$ cat config.mk
export PLATFORM = sky130hd
export DESIGN_NAME = scaler_channel_reader
export DESIGN_NICKNAME = d
export VERILOG_FILES = /design/src/rtl/agc_scaler_pkg.sv /design/src/rtl/scaler_settle_sampler.sv /design/src/rtl/scaler_channel_reader.sv
export SDC_FILE = /design/constraint.sdc
export NUM_CORES = 1
export LEC_CHECK = 0
export BUFFER_PORTS_ARGS = -buffer_cell sky130_fd_sc_hd__buf_2
export CORE_ASPECT_RATIO = 0.6
export CORE_MARGIN = 4
export CORE_UTILIZATION = 35
export DETAILED_ROUTE_END_ITERATION = 12
export GPL_ROUTABILITY_DRIVEN = 0
export GPL_TIMING_DRIVEN = 0
export PLACE_DENSITY = 0.58
export SKIP_LAST_GASP = 1
export SLEW_MARGIN = 15
export SYNTH_ARGS = -nofsm -noshare
export SYNTH_HDL_FRONTEND = slang
export SYNTH_HIERARCHICAL = 1
export SYNTH_SLANG_ARGS = --single-unit
export TNS_END_PERCENT = 30
$ cat constraint.sdc
create_clock -name SIM_CLK -period 3.4 [get_ports SIM_CLK]
set_clock_uncertainty 0.1 [all_clocks]
set_input_delay 0.17 -clock SIM_CLK [delete_from_list [all_inputs] [get_ports SIM_CLK]]
set_output_delay 0.17 -clock SIM_CLK [all_outputs]
set_load 0.05 [all_outputs]
$ cat src/rtl/agc_scaler_pkg.sv
// Shared types and constants for the A1 scaler read-side logic.
// Stage numbering: bit 0 of the scaler bus is FS06.
package agc_scaler_pkg;
    localparam int SCALER_LO_STAGE = 6;
    localparam int HALF_W          = 14;
    localparam int SCALER_W        = 2 * HALF_W;

    typedef enum logic [1:0] {IDLE, SAMP, CMP, DRIVE} rd_state_t;
endpackage

$ cat src/rtl/scaler_settle_sampler.sv
// Double-sampler for the rippling scaler: compares consecutive samples,
// counts mismatches and forces a snapshot (flagging a tear) after MAX_RETRY.
module scaler_settle_sampler
    import agc_scaler_pkg::*;
#(
    parameter int MAX_RETRY = 4
) (
    input  logic                i_clk,
    input  logic                i_rst,
    input  logic                i_samp,
    input  logic                i_cmp,
    input  logic                i_tear_clr,
    input  logic [SCALER_W-1:0] i_data,
    output logic                o_done,
    output logic                o_tear
);
    localparam int RW = $clog2(MAX_RETRY + 1);

    logic [SCALER_W-1:0] r_s0;
    logic [RW-1:0]       r_retry;
    logic                r_tear;
    logic                w_match;
    logic                w_force;

    // The live input acts as the second sample, so a match acknowledges in the same cycle.
    assign w_match = (i_data == r_s0);
    assign w_force = !w_match && (r_retry == RW'(MAX_RETRY));
    assign o_done  = i_cmp && (w_match || w_force);
    assign o_tear  = r_tear;

    always_ff @(posedge i_clk or posedge i_rst) begin
        if (i_rst) begin
            r_s0    <= '0;
            r_retry <= '0;
            r_tear  <= 1'b0;
        end else begin
            if (i_samp) begin
                r_s0    <= i_data;
                r_retry <= '0;
            end else if (i_cmp && !o_done) begin
                r_s0    <= i_data;
                r_retry <= r_retry + 1'b1;
            end
            if (i_cmp && w_force)
                r_tear <= 1'b1;
            else if (i_tear_clr)
                r_tear <= 1'b0;
        end
    end
endmodule

$ cat src/rtl/scaler_channel_reader.sv
// Serves CHAT/CHBT channel reads with a settled snapshot of scaler stages 6..33;
// a CHAT read also holds the high half so a later CHBT read stays coherent.
module scaler_channel_reader
    import agc_scaler_pkg::*;
#(
    parameter int MAX_RETRY = 4
) (
    input  logic                SIM_CLK,
    input  logic                SIM_RST,
    input  logic [SCALER_W-1:0] SCALER,
    input  logic                RCHAT_,
    input  logic                RCHBT_,
    input  logic                TEAR_CLR,
    output logic [HALF_W-1:0]   CHAT,
    output logic [HALF_W-1:0]   CHBT,
    output logic                RD_ACK,
    output logic                RD_BUSY,
    output logic                RD_TEAR
);
    rd_state_t           r_state, w_next;
    logic                r_a_q, r_a_p, r_b_q, r_b_p;
    logic                r_req_a, r_req_b;
    logic [SCALER_W-1:0] r_snap;
    logic [HALF_W-1:0]   r_hold;
    logic                r_hold_v, r_hold_ack;
    logic                w_edge_a, w_edge_b, w_hold_rd, w_abort;
    logic                w_samp, w_cmp, w_done, w_drv;
    logic [SCALER_W-1:0] w_src;

    assign w_edge_a  = r_a_p && !r_a_q;
    assign w_edge_b  = r_b_p && !r_b_q;
    assign w_hold_rd = w_edge_b && !w_edge_a && r_hold_v;
    // Abort once every strobe that asked for data has gone away.
    assign w_abort   = (!r_req_a || r_a_q) && (!r_req_b || r_b_q);
    assign w_samp    = (r_state == SAMP) && !w_abort;
    assign w_cmp     = (r_state == CMP) && !w_abort;

    scaler_settle_sampler #(.MAX_RETRY(MAX_RETRY)) u_sampler (
        .i_clk      (SIM_CLK),
        .i_rst      (SIM_RST),
        .i_samp     (w_samp),
        .i_cmp      (w_cmp),
        .i_tear_clr (TEAR_CLR),
        .i_data     (SCALER),
        .o_done     (w_done),
        .o_tear     (RD_TEAR)
    );

    always_comb begin
        w_next = r_state;
        case (r_state)
            IDLE:  if (w_edge_a || w_edge_b) w_next = w_hold_rd ? DRIVE : SAMP;
            SAMP:  w_next = w_abort ? IDLE : CMP;
            CMP:   if (w_abort) w_next = IDLE;
                   else if (w_done) w_next = DRIVE;
            DRIVE: if (r_a_q && r_b_q) w_next = IDLE;
            default: w_next = IDLE;
        endcase
    end

    // Data is valid in the acknowledge cycle itself, straight from the settled input.
    assign w_drv   = (r_state == DRIVE) || w_done;
    assign w_src   = (r_state == DRIVE) ? r_snap : SCALER;
    assign CHAT    = (w_drv && !r_a_q) ? w_src[HALF_W-1:0] : '0;
    assign CHBT    = (w_drv && !r_b_q) ? w_src[SCALER_W-1:HALF_W] : '0;
    assign RD_ACK  = w_done || r_hold_ack;
    assign RD_BUSY = (r_state == SAMP) || (r_state == CMP);

    always_ff @(posedge SIM_CLK or posedge SIM_RST) begin
        if (SIM_RST) begin
            r_state    <= IDLE;
            r_a_q      <= 1'b1;
            r_a_p      <= 1'b1;
            r_b_q      <= 1'b1;
            r_b_p      <= 1'b1;
            r_req_a    <= 1'b0;
            r_req_b    <= 1'b0;
            r_snap     <= '0;
            r_hold     <= '0;
            r_hold_v   <= 1'b0;
            r_hold_ack <= 1'b0;
        end else begin
            r_state    <= w_next;
            r_a_q      <= RCHAT_;
            r_a_p      <= r_a_q;
            r_b_q      <= RCHBT_;
            r_b_p      <= r_b_q;
            r_hold_ack <= (r_state == IDLE) && w_hold_rd;
            if ((r_state == IDLE) && (w_edge_a || w_edge_b)) begin
                r_req_a <= w_edge_a;
                r_req_b <= w_edge_b;
            end
            if ((r_state == IDLE) && w_hold_rd) begin
                r_snap[SCALER_W-1:HALF_W] <= r_hold;
                r_hold_v                  <= 1'b0;
            end
            if (w_done) begin
                r_snap <= SCALER;
                if (r_req_a) begin
                    r_hold   <= SCALER[SCALER_W-1:HALF_W];
                    r_hold_v <= !r_req_b;
                end
            end
        end
    end
endmodule
# Yosys cells after proc, flatten, opt, wreduce, memory -nomap -nowiden
# Index checks and enable logic that the tools add are counted.
op_classes:
  addsub: 1
  eq_ne: 8
  n_mux: 21
  reduce_logical: 37
op_table:
  columns: ["op", "count"]
  rows:
  - ["28-bit 2-to-1 mux", 4]
  - ["14-bit 2-to-1 mux", 3]
  - ["28-bit == test", 1]
  - ["1-bit logical AND", 16]
  - ["2-bit 2-to-1 mux", 6]
  - ["1-bit logical NOT", 8]
  - ["2-bit one-hot mux with 4 select lines", 1]
  - ["1-bit logical OR", 7]
  - ["3-bit 2-to-1 mux", 2]
  - ["2-bit nonzero test", 3]
  - ["1-bit 2-to-1 mux", 5]
  - ["2-bit == test (second input constant)", 2]
  - ["2-bit inequality test (second input constant)", 2]
  - ["3-bit by 1-bit adder with 3-bit output (second input constant)", 1]
  - ["3-bit == test (second input constant)", 1]
  - ["3-bit by 2-bit inequality test with 1-bit output (second input constant)", 1]
  - ["3-bit AND reduction", 1]
  - ["2-bit by 1-bit == test with 1-bit output (second input constant)", 1]
  - ["2-bit logical NOT", 1]
  - ["2-bit AND reduction", 1]
word_totals:
  reg_bits: 84
  in_bits: 33
  output_inout_bits: 31
  elab_cells: 82

# Longest topological paths before layout
depth:
  word_depth: 10
  depth_mapped: 9
  depth_no_buf: 8

# By module
# The synthesis kept the hierarchy.
by_module_without_submodules:
  columns: ["mod", "instances", "cells_each", "area_each_um2", "seq_area_each_um2"]
  rows:
  - ["scaler_channel_reader", 1, 231, 2601.2, 1306.3]
  - ["scaler_settle_sampler", 1, 126, 1732.9, 800.8]

# Least setup slack after synthesis
# No wires, ideal clock.
synth_timing:
  kind: "reg-to-output"
  from: "register u_sampler.r_s0[14]"
  to: "output CHAT[10]"
  arrival_ns: 2.744
  t_required_ns: 3.130
  setup_slack_ns: 0.386
  path_stages_with_launch: 10
  path_buffers: 2
  path_cell_list: "dfrtp_1 > xnor2_1 > nand4_1 > nor4_4 > nand2_1 > a21boi_0 > clkbuf_1 > o21bai_1 > clkbuf_1 > nor2_1"
synth_via:
  elab_chain_len: 8
synth_rtl:
  columns: ["item", "line", "text"]
  rows:
  - ["start, declared", "scaler_settle_sampler.sv:19", "logic [SCALER_W-1:0] r_s0;"]
  - ["start signal, assigned", "scaler_settle_sampler.sv:38", "r_s0 <= i_data;"]
  - ["start signal, assigned", "scaler_settle_sampler.sv:41", "r_s0 <= i_data;"]
  - ["28-bit == test (*)", "scaler_settle_sampler.sv:26", "assign w_match = (i_data == r_s0);"]
  - ["1-bit logical NOT", "scaler_settle_sampler.sv:27", "assign w_force = !w_match && (r_retry == RW'(MAX_RETRY));"]
  - ["1-bit logical AND", "scaler_settle_sampler.sv:27", null]
  - ["1-bit logical OR (*)", "scaler_settle_sampler.sv:28", "assign o_done = i_cmp && (w_match || w_force);"]
  - ["1-bit logical AND (*)", "scaler_settle_sampler.sv:28", null]
  - ["via w_done", "scaler_channel_reader.sv:27", "logic w_samp, w_cmp, w_done, w_drv;"]
  - ["1-bit logical OR (*)", "scaler_channel_reader.sv:62", "assign w_drv = (r_state == DRIVE) || w_done;"]
  - ["1-bit logical AND (*)", "scaler_channel_reader.sv:64", "assign CHAT = (w_drv && !r_a_q) ? w_src[HALF_W-1:0] : '0;"]
  - ["14-bit 2-to-1 mux (*)", "scaler_channel_reader.sv:64", null]
  - ["end, declared", "scaler_channel_reader.sv:14", "output logic [HALF_W-1:0] CHAT,"]
# Mark *: on every way through the listed nets, which the timed path passes. The rest lies on a longest branch.

# Worst setup path in the final report
layout_timing:
  from: "register u_sampler.r_s0[11]"
  to: "output CHAT[10]"
# The elaborated chain is that of the path after synthesis.

==> results.md <==
- H-Tree Depth: 3
- Status: finished clean
- Crit end category: primary output
- Initial Utilization: 35.8%
- Number of remaining DRC errors: 0
- Switching Share: 31.2%
- Distinct cells, synth: 39
- CP required: 3.13 ns
- Synthesized area: 0.00433 sq mm
- P_leak: 2.48 nW
- Clock Pin Slew Worst Setup and Hold Paths: 0.06 ns
- Dominant cell by count in the synthesized netlist: dfrtp_1
- Hold Vio Cnt, Final: 0
- Yosys warns: 6
- Die Y: 94.2 um
- Die area: 0.0143 sq mm
- Routed wire length per instance: 17.1 um
- Total CTS buffers: 9
- Final Slew Violations: 0
- Main synth FF type: dfrtp_1
- Net Count, Synth: 396
- Hpwl dp: 7550 um
- Crit Path Class: register to primary output
- Core region area: 0.0121 sq mm
- Clk sink count: 84
- Sequential area share after synthesis: 48.6%
- Rows: 31
- Seq pwr share: 35.1%
- First-pass GRT wire length: 16900 um
- Antenna diodes: 0
- Cell mode on critical path: buf_4
- Seq cells post-synth: 84
- Cell accounting for the most synthesized area: dfrtp_1
- Cells after Synth: 357
- Net Switching: 1.22 mW
- Pre-antenna DRT Iters: 4
- CP arrival: 2.99 ns
- Final core area utilization: 43.8%
- Slew @ Worst Pin: 0.698 ns
- Global route overflow: 0
- Reg2Reg Setup Slack: 0.38 ns
- Post-place setup slack: -0.340 ns
- Clk Tree Root Cell: clkbuf_16
- Asr flop ratio synth: 100%
- Via-to-Cell Ratio: 4.79
- Post-synth EDFFs: 0
- Internal Power: 2.70 mW
- Max-cap violations: 0
- Clock Latency Late Sink: 0.34 ns
- Logic pwr share: 35.4%
- Max Root-Sink Buffers: 2
- Worst-path cell chain: xnor2_1 -> nand4_1 -> nor4_4 -> nand2_1 -> a21boi_2 -> buf_4 -> o21bai_2 -> buf_4 -> nor2_1 -> buf_4
- Share of layout cells above drive strength 1: 37.4%
- Share of the synthesized area in the top cell type: 46.2%
- Clk pwr share: 29.5%
- Die width: 152 um
- Fin cells: 606
- Relative slew slack: 53.4%
- Final Cycle Share: 96.0%
- Setup crit start kind: register
- CP Max Fanout: 10
- Area contributors post-synth: dfrtp_1, mux2i_1, mux2_2, mux2_4, xnor2_1
- RSZ-0062 raised after global routing: yes
- Final worst slack: 0.136 ns
- TritonCTS clock tree: built
- Synth Area per Inst: 12.1 sq um
- Final setup fails: 0
- Post-route ant nets: 0
- Largest net degree at the start of global routing: 33
- Fin crit period: 3.26 ns
- Initial antenna violation count: 0
- Fmax: 306 MHz
- P per Cell Area: 738 mW/mm^2
- Via count: 2905
- Worst Hold Class: input pin to register
- Placed cells: 586
- Synth-to-Final Area Change: 22.4%
- Vias in the first global route: 3176
- Crit-path max cell delay: 0.44 ns
- Iteration-0 DRC Markers: 141
- Port-buffer cells: 63
- Slowest stage cell, crit path: nor4_4
- Total Nets Final: 475
- Synth cell count leaders: dfrtp_1, mux2i_1, mux2_2, nor2_1, xnor2_1
- Maximum VDD drop: 0.000240 V
- Filler cell count: 1152
- Global Route Usage Sum: 15.7%
- Drt total wl: 10400 um
- I/O pin count: 64
routing by layer:
metal / wire [um] / track usage, % / vias to the layer above
li1: - / - / 1382
met1: 5300 / 22.4 / 1447
met5: 0 / 0 / -
met2: 4490 / 23.2 / 64
met3: 411 / 4.34 / 12
met4: 148 / 4.48 / 0
worst paths after layout:
path	end	depth (start not counted)	startpoint
worst max-delay path	CHAT[10]	10	u_sampler/r_s0[11]
worst min-delay path	u_sampler/r_s0[3]	2	SCALER[3]
worst max register to register	r_snap[3]	8	u_sampler/r_s0[11]
worst min register to register	r_b_p	0	r_b_q
max in group asynchronous	r_b_q	4	SIM_RST
min in group asynchronous	r_snap[1]	3	SIM_RST
state kept, by name, summed over array words and instances, names as in the netlist:
register and flops:
r_snap 28, u_sampler/r_s0 28, r_hold 14, u_sampler/r_retry 3
r_state 2, r_a_p 1, r_a_q 1, r_b_p 1
r_b_q 1, r_hold_ack 1, r_hold_v 1, r_req_a 1
r_req_b 1, u_sampler/o_tear 1
through the flow:
step	setup TNS, ns	total power, mW	hold WS (ns)	cell area [sq um]
2_1_floorplan	0	2.49	0.0745	4330
3_3_place_gp	-4.45	2.73	0.182	4860
3_5_place_dp	-4.38	2.77	0.177	4880
4_1_cts	0	3.95	0.00254	5280
5_1_grt	-0.0142	4.13	0.0107	5310
6_report	0	3.92	0.0129	5310
placed cells by master, fill, tap and decap left out, types with 2 or more instances in the layout:
cell / n
a21oi_1: 5
and2_1: 2
buf_12: 4
buf_2: 59
buf_4: 6
bufinv_16: 3
clkbuf_1: 5
clkbuf_16: 9
clkbuf_4: 5
clkbuf_8: 2
dfrtp_1: 80
dfstp_2: 4
dlygate4sd3_1: 3
ha_1: 6
inv_1: 9
inv_2: 2
mux2_2: 38
mux2_4: 20
mux2i_1: 44
nand2_1: 25
nand2b_1: 2
nand4_1: 7
nor2_1: 32
nor2b_1: 2
o21ai_0: 15
o21bai_2: 2
xnor2_1: 28
timing repair:
| item | CTS | global route |
|---|---|---|
| setup endpoints to repair | 39 | 22 |
| endpoints found under the hold margin | 56 | 0 |
| buffers inserted | 1 | 0 |
| hold buffers | 3 | 0 |
| gates cloned | 0 | 0 |
| resized for setup | 7 | 18 |
| pin swaps | 1 | 1 |
layout make-up:
class	instances	area (sq um)	share of cell area, %
Clock inverter	4	95.1	1.79
Inverter	11	41.3	0.778
Buffer	16	133	2.50
Timing Repair Buffer	68	390	7.36
Tap cell	165	206	3.89
Sequential cell	84	2110	39.7
Multi-Input combinational cell	246	2080	39.1
Clock buffer	12	256	4.83
worst max-delay path, delay by kind of cell, from the launching register on:
family | cells | cell delay (ns)
compound gates | 2 | 0.39
xor+xnor | 1 | 0.23
buf+inv | 3 | 0.68
flops | 1 | 0.39
simple gates | 4 | 0.95
power by group through the flow:
stage	combinational, mW	sequential, mW	clock [mW]
final	1.39	1.37	1.15
after global routing	1.50	1.40	1.23
after CTS	1.40	1.37	1.18
after detailed placement	1.39	1.39	0
after global placement	1.35	1.37	0
after floorplan	1.14	1.35	0
cells by family (layout without fill, tap and decap cells):
| family | count (synthesis) | in the layout | share of synthesized area (%) |
|---|---|---|---|
| fa+ha+maj | 6 | 6 | 1.73 |
| simple gates | 79 | 79 | 8.75 |
| compound gates | 31 | 31 | 4.56 |
| flops | 84 | 84 | 48.6 |
| buf+inv | 27 | 111 | 3.72 |
| xor+xnor | 28 | 28 | 5.66 |
| mux | 102 | 102 | 27.0 |
No activity file was read; power rests on OpenSTA's default activity.
